File: src/rtl/seq_multiplier_radix_taint_pkg.sv
// Shared definitions for the taint-tracked radix sequential multiplier:
// FSM encodings, strobe bundle and counter sizing.
package seq_multiplier_radix_taint_pkg;

    localparam logic [1:0] ST_IDLE = 2'd0;
    localparam logic [1:0] ST_CALC = 2'd1;
    localparam logic [1:0] ST_DONE = 2'd2;

    // Strobes from the controller to the datapath; all carry the ctrl taint.
    typedef struct packed {
        logic load;
        logic step;
        logic finish;
    } strobe_t;

    function automatic int iter_of(input int width, input int radix_bits);
        return width / radix_bits;
    endfunction

    // Counter must hold ITER-1; a single-iteration build still gets one bit.
    function automatic int cnt_w(input int iter);
        return (iter > 1) ? $clog2(iter) : 1;
    endfunction

endpackage

File: src/rtl/seq_multiplier_radix_taint_if.sv
// Request/response bundle of the multiplier; every signal has a taint twin.
interface seq_multiplier_radix_taint_if #(
    parameter int WIDTH = 8
);
    logic                 start;
    logic                 start_t;
    logic                 signed_mode;
    logic                 signed_mode_t;
    logic [WIDTH-1:0]     multiplier;
    logic                 multiplier_t;
    logic [WIDTH-1:0]     multiplicand;
    logic                 multiplicand_t;
    logic [2*WIDTH-1:0]   product;
    logic                 product_t;
    logic                 busy;
    logic                 busy_t;
    logic                 productDone;
    logic                 productDone_t;

    modport slave (
        input  start, start_t, signed_mode, signed_mode_t,
        input  multiplier, multiplier_t, multiplicand, multiplicand_t,
        output product, product_t, busy, busy_t, productDone, productDone_t
    );

    modport master (
        output start, start_t, signed_mode, signed_mode_t,
        output multiplier, multiplier_t, multiplicand, multiplicand_t,
        input  product, product_t, busy, busy_t, productDone, productDone_t
    );
endinterface

File: src/rtl/seq_multiplier_radix_taint_ctrl.sv
// Controller: IDLE/CALC/DONE sequencing, iteration counter and sticky control taint.
// Timing depends only on ITER, so operand data never influences control.
module seq_multiplier_radix_taint_ctrl
    import seq_multiplier_radix_taint_pkg::*;
#(
    parameter int ITER = 8
) (
    input  logic    clk,
    input  logic    rst,
    input  logic    i_start,
    input  logic    i_start_t,
    output strobe_t o_stb,
    output logic    o_ctrl_t,
    output logic    o_busy,
    output logic    o_done
);
    localparam int             CW   = cnt_w(ITER);
    localparam logic [CW-1:0]  LAST = CW'(ITER - 1);

    logic [1:0]    r_state;
    logic [CW-1:0] r_cnt;
    logic          r_ctrl_t;
    logic          w_last;

    assign w_last = (r_cnt == LAST);

    always_comb begin
        o_stb        = '0;
        o_stb.load   = (r_state == ST_IDLE) && i_start;
        o_stb.step   = (r_state == ST_CALC);
        o_stb.finish = (r_state == ST_CALC) && w_last;
    end

    always_ff @(posedge clk) begin
        if (!rst) begin
            r_state  <= ST_IDLE;
            r_cnt    <= '0;
            r_ctrl_t <= 1'b0;
        end else begin
            case (r_state)
                ST_IDLE: begin
                    // A tainted start taints timing whether or not it is asserted.
                    r_ctrl_t <= r_ctrl_t | i_start_t;
                    if (i_start) begin
                        r_state <= ST_CALC;
                        r_cnt   <= '0;
                    end
                end
                ST_CALC: begin
                    r_cnt <= r_cnt + 1'b1;
                    if (w_last) r_state <= ST_DONE;
                end
                default: r_state <= ST_IDLE;
            endcase
        end
    end

    assign o_ctrl_t = r_ctrl_t;
    assign o_busy   = (r_state != ST_IDLE);
    assign o_done   = (r_state == ST_DONE);

endmodule

File: src/rtl/seq_multiplier_radix_taint.sv
// Constant-time WIDTH x WIDTH sequential multiplier retiring RADIX_BITS bits per
// cycle, with optional two's-complement mode and word-level taint on every output.
module seq_multiplier_radix_taint
    import seq_multiplier_radix_taint_pkg::*;
#(
    parameter int WIDTH      = 8,
    parameter int RADIX_BITS = 1
) (
    input  logic                          clk,
    input  logic                          rst,
    seq_multiplier_radix_taint_if.slave   io_bus
);
    localparam int ITER = iter_of(WIDTH, RADIX_BITS);
    localparam int PW   = 2 * WIDTH;

    if (WIDTH < 2 || (WIDTH % RADIX_BITS) != 0 ||
        !(RADIX_BITS == 1 || RADIX_BITS == 2 || RADIX_BITS == 4)) begin : g_bad_param
        $error("seq_multiplier_radix_taint: unsupported WIDTH/RADIX_BITS");
    end

    strobe_t w_stb;
    logic    w_ctrl_t;
    logic    w_busy;
    logic    w_done;

    seq_multiplier_radix_taint_ctrl #(
        .ITER (ITER)
    ) u_ctrl (
        .clk       (clk),
        .rst       (rst),
        .i_start   (io_bus.start),
        .i_start_t (io_bus.start_t),
        .o_stb     (w_stb),
        .o_ctrl_t  (w_ctrl_t),
        .o_busy    (w_busy),
        .o_done    (w_done)
    );

    logic [WIDTH-1:0] r_mag_a;
    logic [PW-1:0]    r_bs;
    logic [PW-1:0]    r_prod;
    logic             r_neg;
    logic             r_data_t;

    logic [WIDTH-1:0] w_mag_a;
    logic [WIDTH-1:0] w_mag_b;
    logic             w_neg;
    logic [PW-1:0]    w_sum;
    logic [PW-1:0]    w_res;
    logic [RADIX_BITS-1:0][PW-1:0] w_pp;

    // Magnitudes fit in WIDTH unsigned bits, including the most-negative value.
    assign w_mag_a = (io_bus.signed_mode && io_bus.multiplier[WIDTH-1])
                     ? (~io_bus.multiplier + 1'b1) : io_bus.multiplier;
    assign w_mag_b = (io_bus.signed_mode && io_bus.multiplicand[WIDTH-1])
                     ? (~io_bus.multiplicand + 1'b1) : io_bus.multiplicand;
    assign w_neg   = io_bus.signed_mode &
                     (io_bus.multiplier[WIDTH-1] ^ io_bus.multiplicand[WIDTH-1]);

    // r_bs already carries the counter*RADIX_BITS alignment; r_mag_a's low bits are the digit.
    for (genvar k = 0; k < RADIX_BITS; k++) begin : g_pp
        assign w_pp[k] = r_mag_a[k] ? (r_bs << k) : '0;
    end

    always_comb begin
        w_sum = r_prod;
        for (int k = 0; k < RADIX_BITS; k++) begin
            w_sum = w_sum + w_pp[k];
        end
    end

    assign w_res = (w_stb.finish && r_neg) ? (~w_sum + 1'b1) : w_sum;

    always_ff @(posedge clk) begin
        if (!rst) begin
            r_mag_a  <= '0;
            r_bs     <= '0;
            r_prod   <= '0;
            r_neg    <= 1'b0;
            r_data_t <= 1'b0;
        end else if (w_stb.load) begin
            r_mag_a  <= w_mag_a;
            r_bs     <= {{WIDTH{1'b0}}, w_mag_b};
            r_prod   <= '0;
            r_neg    <= w_neg;
            r_data_t <= io_bus.multiplier_t | io_bus.multiplicand_t |
                        io_bus.signed_mode_t | io_bus.start_t;
        end else if (w_stb.step) begin
            r_mag_a  <= r_mag_a >> RADIX_BITS;
            r_bs     <= r_bs << RADIX_BITS;
            r_prod   <= w_res;
        end
    end

    assign io_bus.product       = r_prod;
    assign io_bus.product_t     = r_data_t | w_ctrl_t;
    assign io_bus.busy          = w_busy;
    assign io_bus.busy_t        = w_ctrl_t;
    assign io_bus.productDone   = w_done;
    assign io_bus.productDone_t = w_ctrl_t;

endmodule

File: src/flat_wrapper.sv
// flat-port wrapper written by rule: the top's interface ports become plain ports
module seq_multiplier_radix_taint_flat import seq_multiplier_radix_taint_pkg::*;
#(
    parameter int WIDTH      = 8,
    parameter int RADIX_BITS = 1
)
  (clk, rst, io_bus_start, io_bus_start_t, io_bus_signed_mode, io_bus_signed_mode_t, io_bus_multiplier, io_bus_multiplier_t, io_bus_multiplicand, io_bus_multiplicand_t, io_bus_product, io_bus_product_t, io_bus_busy, io_bus_busy_t, io_bus_productDone, io_bus_productDone_t);
  seq_multiplier_radix_taint_if #(.WIDTH(WIDTH)) io_bus_i ();
  input  logic clk;
  input  logic rst;
  input wire logic [$bits(io_bus_i.start)-1:0] io_bus_start;
  input wire logic [$bits(io_bus_i.start_t)-1:0] io_bus_start_t;
  input wire logic [$bits(io_bus_i.signed_mode)-1:0] io_bus_signed_mode;
  input wire logic [$bits(io_bus_i.signed_mode_t)-1:0] io_bus_signed_mode_t;
  input wire logic [$bits(io_bus_i.multiplier)-1:0] io_bus_multiplier;
  input wire logic [$bits(io_bus_i.multiplier_t)-1:0] io_bus_multiplier_t;
  input wire logic [$bits(io_bus_i.multiplicand)-1:0] io_bus_multiplicand;
  input wire logic [$bits(io_bus_i.multiplicand_t)-1:0] io_bus_multiplicand_t;
  output wire logic [$bits(io_bus_i.product)-1:0] io_bus_product;
  output wire logic [$bits(io_bus_i.product_t)-1:0] io_bus_product_t;
  output wire logic [$bits(io_bus_i.busy)-1:0] io_bus_busy;
  output wire logic [$bits(io_bus_i.busy_t)-1:0] io_bus_busy_t;
  output wire logic [$bits(io_bus_i.productDone)-1:0] io_bus_productDone;
  output wire logic [$bits(io_bus_i.productDone_t)-1:0] io_bus_productDone_t;
  assign io_bus_i.start = io_bus_start;
  assign io_bus_i.start_t = io_bus_start_t;
  assign io_bus_i.signed_mode = io_bus_signed_mode;
  assign io_bus_i.signed_mode_t = io_bus_signed_mode_t;
  assign io_bus_i.multiplier = io_bus_multiplier;
  assign io_bus_i.multiplier_t = io_bus_multiplier_t;
  assign io_bus_i.multiplicand = io_bus_multiplicand;
  assign io_bus_i.multiplicand_t = io_bus_multiplicand_t;
  assign io_bus_product = io_bus_i.product;
  assign io_bus_product_t = io_bus_i.product_t;
  assign io_bus_busy = io_bus_i.busy;
  assign io_bus_busy_t = io_bus_i.busy_t;
  assign io_bus_productDone = io_bus_i.productDone;
  assign io_bus_productDone_t = io_bus_i.productDone_t;
  seq_multiplier_radix_taint #(.WIDTH(WIDTH), .RADIX_BITS(RADIX_BITS)) u_core (.clk(clk), .rst(rst), .io_bus(io_bus_i));
endmodule
File: config.mk
export PLATFORM = sky130hd
export DESIGN_NAME = seq_multiplier_radix_taint_flat
export DESIGN_NICKNAME = d
export VERILOG_FILES = /design/src/rtl/seq_multiplier_radix_taint_pkg.sv /design/src/rtl/seq_multiplier_radix_taint_if.sv /design/src/rtl/seq_multiplier_radix_taint_ctrl.sv /design/src/rtl/seq_multiplier_radix_taint.sv /design/src/flat_wrapper.sv
export SDC_FILE = /design/constraint.sdc
export NUM_CORES = 1
export LEC_CHECK = 0
export ABC_AREA = 1
export CAP_MARGIN = 10
export CORE_MARGIN = 5
export CORE_UTILIZATION = 25
export DETAILED_ROUTE_END_ITERATION = 10
export PLACE_DENSITY_LB_ADDON = 0.3
export SYNTH_ARGS = -nofsm -noshare
export SYNTH_HDL_FRONTEND = slang
export SYNTH_SLANG_ARGS = --single-unit
File: constraint.sdc
create_clock -name clk -period 3 [get_ports clk]
set_clock_uncertainty 0.1 [all_clocks]
set_input_delay 0.6 -clock clk [delete_from_list [all_inputs] [get_ports clk]]
set_output_delay 0.6 -clock clk [all_outputs]
set_load 0.01 [all_outputs]
==> impl_metrics.py, run 1 <==
metrics = {
    "run_status": {
        "status": "finished, final reports clean",
    },
    "floorplanning": {
        "fp.dieH_um": 133,
        "die_w_um": 133,
        "pin_count": 45,
        "dieArea_sq_um": 17600,
        "core_sq_um": 14600,
        "num_rows": 44,
        "start_util_pct": 25.7,
    },
    "drt": {
        "wirelength_mm": 10.3,
        "final_antenna_net_count": 0,
        "viasPerCell": 4.43,
        "drtPass1Iterations": 5,
        "drt-initial-drc-count": 196,
        "wl_per_cell_um": 12.1,
        "vias": 3746,
        "drc": 0,
    },
    "job": {
        "cap_violations": 0,
    },
    "finish": {
        "nNetsFinal": 705,
        "fill_cells": 1668,
        "diodes": 0,
        "regArea_sq_um": 962,
        "multiInputGateArea_sq_um": 2390,
        "post-route-util_pct": 31.3,
        "area.growth.synth_to_final_pct": 21.7,
        "drive_gt1_share_pct": 8.02,
    },
    "global_route": {
        "grt_pass1_wl_mm": 17.3,
        "overflow": 0,
        "grt_util_all_layers_pct": 11.8,
        "grt_pass1_vias": 3549,
        "grt_max_degree": 43,
        "antenna_found_initial": 0,
    },
    "power_and_ir_drop": {
        "switching_share_pct": 29.6,
        "p_seq_share_pct": 40.0,
        "internal_power_mw": 1.23,
        "p_switching_mw": 0.518,
        "p_clk_share_pct": 36.4,
        "leakage_nw": 2.22,
        "ir_worst_vdd_uv": 203,
        "power.density_nw_per_um2": 382,
        "combPwrFrac_pct": 23.6,
    },
    "logic_synthesis": {
        "yosysSeqAreaShare_pct": 25.5,
        "async_reset_ff_share_pct": 0,
        "ys_types": 39,
        "ys_warn_count": 0,
        "syn_inst": 618,
        "syn_nets": 663,
        "synth_flop_cell": "dfxtp_1",
        "synth_edf_count": 0,
        "synth_area_sq_um": 3770,
        "synth_seq_cells": 48,
        "synth_area_per_cell_sq_um": 6.10,
    },
    "worst_setup_path": {
        "cpPeakStageDelay_ps": 440,
        "arrival_ps": 2730,
        "cp.required_ps": 3080,
        "crit_path_frequent_cell": "nand2_1",
        "worstSetupPathType": "flop to flop",
        "cpMaxStageDelayCell": "fa_1",
        "start_kind": "flop",
        "worst_setup_path_end_kind": "flop",
        "crit_chain": "nand2_1 > inv_1 > ha_1 > fa_1 > inv_1 > nand2_1 > a21oi_1 > nand3_1 > nor2_2 > nand2_2 > nor2_4 > nand2_1 > nor2_1 > nand2_1 > nand3_1 > nand2_1 > nor2_1 > nor2_1",
        "cp_max_fo": 8,
    },
    "clock_tree": {
        "cts_made_buffers": 5,
        "cts_tree": "yes",
        "worstSkewPairLatency_ps": 290,
        "post_cts_buffers": 0,
        "htreeDepth": 2,
        "cts_buffer_depth": 2,
        "clkSinkCount": 48,
        "cts.clk_slew.worst_paths_ps": 70,
        "cts_root_buffer": "clkbuf_16",
    },
    "sta": {
        "finalCriticalPeriod_ps": 2650,
        "hold_viol": 0,
        "worstMarginPinSlew_ps": 518,
        "finalMaxSlewViolations": 0,
        "setup-violations-final": 0,
        "fmax_mhz": 377,
        "timing.hold.ws_ps": 361,
        "setup_slack_ps": 348,
        "tns_ps": 0,
        "maxSlewHeadroom_pct": 65.4,
        "rsz0062_at_grt": "false",
        "finalCritPeriodShare_pct": 88.4,
    },
    "placement": {
        "io_buffers": 44,
        "hpwl_mm": 8.16,
        "pre_cts_slack_ps": 275,
        "place_congestion": 0.846,
    },
    "worst_hold_path": {
        "hold_path_class": "flop to flop",
    },
}
==> state kept, by name, indices dropped and copies added (netlist names) <==
| signal | count |
|---|---|
| u_core.u_ctrl.r_cnt | 3 |
| u_core.io_bus.product | 16 |
| u_core.r_mag_a | 8 |
| u_core.r_neg | 1 |
| u_core.r_data_t | 1 |
| u_core.r_bs | 16 |
| u_core.u_ctrl.r_state | 2 |
| u_core.u_ctrl.o_ctrl_t | 1 |
==> routing by layer <==
metal / share of wire, % / track usage (%) / routed length (um) / up-vias
li1: - / - / - / 2047
met1: 50 / 15.8 / 5090 / 1646
met2: 46 / 19.6 / 4720 / 45
met3: 3.2 / 1.97 / 326 / 8
met4: 1.2 / 3.35 / 121 / 0
met5: 0 / 0 / 0 / -
==> area by class of cell <==
cell class                 instances  area share [%]
sequential                        48            21.0
timing repair buffer              52            10.9
inverter                          90            7.37
clock buffer                       6            2.81
tap                              184            5.02
clock inverter                     2           0.764
multi-input combinational        463            52.1
==> cells in the final DEF, fill, tap and decap left out, types with 2 or more instances in the layout <==
| master | count |
|---|---|
| xnor2_1 | 6 |
| o221ai_1 | 2 |
| nand4_1 | 2 |
| nand2_2 | 16 |
| nand3_1 | 39 |
| o31ai_1 | 4 |
| nor2_4 | 2 |
| inv_1 | 86 |
| xor2_1 | 11 |
| nand2_1 | 190 |
| inv_2 | 2 |
| o21ai_1 | 5 |
| nor2_2 | 6 |
| nor3_1 | 3 |
| a21oi_1 | 46 |
| nand3_2 | 4 |
| nand2_4 | 3 |
| ha_1 | 20 |
| nor2_1 | 54 |
| o21ai_0 | 29 |
| clkdlybuf4s50_1 | 44 |
| dfxtp_1 | 47 |
| o211ai_1 | 8 |
| a221oi_1 | 2 |
| clkinv_1 | 2 |
| clkbuf_16 | 5 |
| buf_4 | 8 |
==> timing repair <==
item                       4_1_cts  5_1_grt
gates resized for setup          0        1
setup endpoints to repair        0        4
hold buffers                     0        0
==> synthesized netlist by cell type (all sizes together) (4+ instances only) <==
library cell    n  share of area [%]
o31ai           4               0.80
nor3            4               0.66
ha             20                6.6
nor2           62                7.0
xor2           11                2.6
o211ai          8                1.6
a21oi          47                6.3
dfxtp          48                 26
o21ai          34                4.5
inv            88                8.8
nand2         209                 22
buf             5               0.80
nand3          43                6.2
clkbuf         12                1.3
xnor2           6                1.4
==> critical path: cells and delay by family, from the launching register on <==
family / cells / cell delay, ps
adders and majority gates: 2 / 680
DFF: 1 / 390
and+or+nand+nor: 13 / 1080
AOI/OAI and AO/OA: 1 / 170
buffers and inverters: 2 / 150
==> kinds of logic (layout without fill, tap and decap cells) <==
logic type	Yosys count	count (layout)	share of synthesized area, %
compound gates	100	100	14.7
xor+xnor	17	17	3.95
fa+ha+maj	21	21	7.17
buf+inv	107	150	11.1
flops	48	48	25.5
simple gates	325	325	37.6
==> stage by stage <==
stage               instance area [sq um]  instances  total power [mW]
CTS                                  4580        845              1.78
floorplan                            3770        618             0.986
detailed placement                   4420        837              1.13
global route                         4580        845              1.86
finish                               4580        845              1.75
global placement                     4420        837              1.13
==> power by group through the flow <==
stage / sequential [mW] / combinational, mW / clock, mW
floorplan: 0.711 / 0.275 / 0
global placement: 0.715 / 0.417 / 0
finish: 0.700 / 0.414 / 0.638
global route: 0.706 / 0.472 / 0.683
CTS: 0.701 / 0.420 / 0.657
detailed placement: 0.715 / 0.417 / 0
==> worst paths after layout <==
kind                            slack [ps]                    from                   endpoint  cells past startpoint
worst min register to register         360  u_core.u_ctrl.r_cnt[0]     u_core.u_ctrl.r_cnt[0]                      1
worst max register to register         350       u_core.r_mag_a[0]  u_core.io_bus.product[15]                     18
worst max-delay path                   350       u_core.r_mag_a[0]  u_core.io_bus.product[15]                     18
worst min-delay path                   360  u_core.u_ctrl.r_cnt[0]     u_core.u_ctrl.r_cnt[0]                      1
(Power assumes the default switching activity.)
==> inputs of run 2 (changes only) <==
--- a/config.mk
+++ b/config.mk
@@ -7,9 +7,10 @@
 export LEC_CHECK = 0
 export ABC_AREA = 1
 export CAP_MARGIN = 10
-export CORE_MARGIN = 5
+export CORE_MARGIN = 2
 export CORE_UTILIZATION = 25
 export DETAILED_ROUTE_END_ITERATION = 10
+export DONT_BUFFER_PORTS = 1
 export PLACE_DENSITY_LB_ADDON = 0.3
 export SYNTH_ARGS = -nofsm -noshare
 export SYNTH_HDL_FRONTEND = slang
==> run 2 against run 1 <==
  * Final cell count fell by 5.1%
  * Largest cell class unchanged
  * Largest power group is now clock
  * Via count fell by 2.5%
  * Cell area fell by 8.8%
  * Register-to-register slack got worse by 20 ps
  * Total power rose by 1.6%
==> impl_metrics.py, run 2 (same netlist as run 1, synthesis figures left out) <==
metrics = {
    "sta": {
        "setup_slack_ps": 326,
        "finalCritPeriodShare_pct": 89.1,
        "setup-violations-final": 0,
        "rsz0062_at_grt": "false",
        "hold_viol": 0,
        "worstMarginPinSlew_ps": 585,
        "maxSlewHeadroom_pct": 61.0,
        "fmax_mhz": 374,
        "tns_ps": 0,
        "finalCriticalPeriod_ps": 2670,
        "finalMaxSlewViolations": 0,
    },
    "floorplanning": {
        "die_w_um": 127,
        "fp.dieH_um": 127,
        "core_sq_um": 14600,
        "num_rows": 44,
        "start_util_pct": 25.7,
        "dieArea_sq_um": 16100,
        "pin_count": 45,
    },
    "finish": {
        "diodes": 0,
        "nNetsFinal": 662,
        "drive_gt1_share_pct": 8.74,
        "area.growth.synth_to_final_pct": 11.0,
        "fill_cells": 1679,
        "final_common_cell": "nand2_1",
        "layout_common_cells": "nand2_1, inv_1, nor2_1",
    },
    "run_status": {
        "status": "finished, final reports clean",
    },
    "worst_setup_path": {
        "critical_path.top_delay_family": "simple AND/OR/NAND/NOR gates",
        "cp_max_fo": 11,
        "worstReg2RegEnd": "u_core.io_bus.product[15]",
        "worstReg2RegStart": "u_core.r_mag_a[0]",
        "worst_setup_path_end_kind": "flop",
        "cpPeakStageDelay_ps": 370,
        "r2r_cells": 17,
        "crit_path_frequent_cell": "nand2_1",
        "worstSetupPathType": "flop to flop",
        "cpMaxStageDelayCell": "dfxtp_1",
        "arrival_ps": 2750,
        "start_kind": "flop",
        "ff2ff_setup_slack_ps": 330,
        "crit_chain": "buf_4 > nand2_1 > inv_1 > ha_1 > nand2_1 > nor2_1 > nand3_1 > nand3_1 > nand2_1 > nand2_1 > nand3_1 > nor2_2 > nand2_1 > nand3_1 > nand2_1 > nor2_1 > nor2_1",
        "cp.required_ps": 3080,
        "crit_buf_inv": 2,
    },
    "power_and_ir_drop": {
        "leakage_nw": 2.07,
        "power.density_nw_per_um2": 426,
        "ir_worst_vdd_uv": 271,
        "power.total_mw": 1.78,
    },
    "placement": {
        "place_congestion": 0.882,
        "io_buffers": 0,
        "hpwl_mm": 8.06,
        "pre_cts_slack_ps": 339,
    },
    "drt": {
        "drt-initial-drc-count": 183,
        "wirelength_mm": 10.0,
        "drtPass1Iterations": 5,
        "final_antenna_net_count": 0,
        "drc": 0,
        "vias": 3651,
        "viasPerCell": 4.55,
        "wl_per_cell_um": 12.5,
    },
    "clock_tree": {
        "post_cts_buffers": 0,
        "worstSkewPairLatency_ps": 290,
        "clkSinkCount": 48,
        "cts_made_buffers": 5,
        "cts_tree": "yes",
        "cts_hold_buf": 0,
        "cts.clk_slew.worst_paths_ps": 70,
        "cts_root_buffer": "clkbuf_16",
        "cts_buffer_depth": 2,
        "htreeDepth": 2,
        "ctsResizeCount": 0,
    },
    "worst_hold_path": {
        "holdPathStages": 2,
        "hold_path_class": "primary input to flop",
        "min_to": "u_core.r_data_t",
        "min_from": "rst",
    },
    "global_route": {
        "grt_pass1_vias": 3415,
        "antenna_found_initial": 0,
        "overflow": 0,
        "grt_util_all_layers_pct": 12.9,
        "grt_pass1_wl_mm": 16.8,
        "grt_max_degree": 25,
    },
    "job": {
        "cap_violations": 0,
    },
}
==> run 2: cell types whose count changed in the layout (fill, tap and decap cells not counted), sizes merged <==
| cell | change |
|---|---|
| clkinv | -1 |
| clkbuf | -1 |
| bufinv | +1 |
| inv | +1 |
| clkdlybuf4s50 | -44 |
| buf | +1 |
==> run 2: routing by layer <==
layer	vias up	share of wire, %	track usage [%]	wire [um]
met1	1621	49	17.3	4940
met2	63	46	21.6	4610
met3	5	4.2	2.32	418
met5	-	0	0	0
met4	0	0.63	2.84	63
li1	1962	-	-	-
==> run 2: worst max-delay path by stage <==
stage / start / end / slack (ps) / depth (start not counted)
after global routing: u_core.r_mag_a[0] / u_core.io_bus.product[15] / 40 / 17
final: u_core.r_mag_a[0] / u_core.io_bus.product[15] / 330 / 17
after CTS: u_core.r_mag_a[0] / u_core.io_bus.product[15] / 310 / 17
after detailed placement: u_core.r_mag_a[0] / u_core.io_bus.product[15] / 340 / 17
after floorplan: u_core.r_mag_a[0] / u_core.io_bus.product[15] / 190 / 20
after global placement: u_core.r_mag_a[0] / u_core.io_bus.product[15] / 370 / 17
==> run 2: final cells by class <==
| type | instances | area [sq um] | area share [%] |
|---|---|---|---|
| timing repair buffer | 9 | 67.6 | 1.62 |
| tap | 184 | 230 | 5.51 |
| clock inverter | 3 | 68.8 | 1.65 |
| sequential | 48 | 961 | 23.0 |
| inverter | 90 | 338 | 8.08 |
| clock buffer | 5 | 125 | 2.99 |
| multi-input combinational | 463 | 2390 | 57.2 |
==> run 2: power by group <==
| group | internal, mW | total [mW] | switching [mW] | leakage [nW] |
|---|---|---|---|---|
| Clock | 0.481 | 0.734 | 0.253 | 0.0944 |
| Sequential | 0.672 | 0.709 | 0.0369 | 0.392 |
| Combinational | 0.119 | 0.339 | 0.219 | 1.59 |
| Total | 1.27 | 1.78 | 0.510 | 2.07 |
==> run 2: through the flow <==
stage | cells | area (sq um) | util (%) | hold WS [ps]
4_1_cts | 802 | 4180 | 28.5 | 328
6_report | 802 | 4180 | 28.5 | 336
5_1_grt | 802 | 4180 | 28.5 | 345
2_1_floorplan | 618 | 3770 | - | 332
3_3_place_gp | 794 | 3990 | 27.2 | 356
3_5_place_dp | 794 | 3990 | 27.2 | 360
==> run 2: worst reg2reg max path, stage by stage, from the launching register on <==
cell	delay [ps]
dfxtp_1	370
buf_4	200
nand2_1	70
inv_1	60
ha_1	360
nand2_1	110
nor2_1	250
nand3_1	180
nand3_1	120
nand2_1	50
nand2_1	120
nand3_1	110
nor2_2	110
nand2_1	90
nand3_1	80
nand2_1	50
nor2_1	90
nor2_1	40
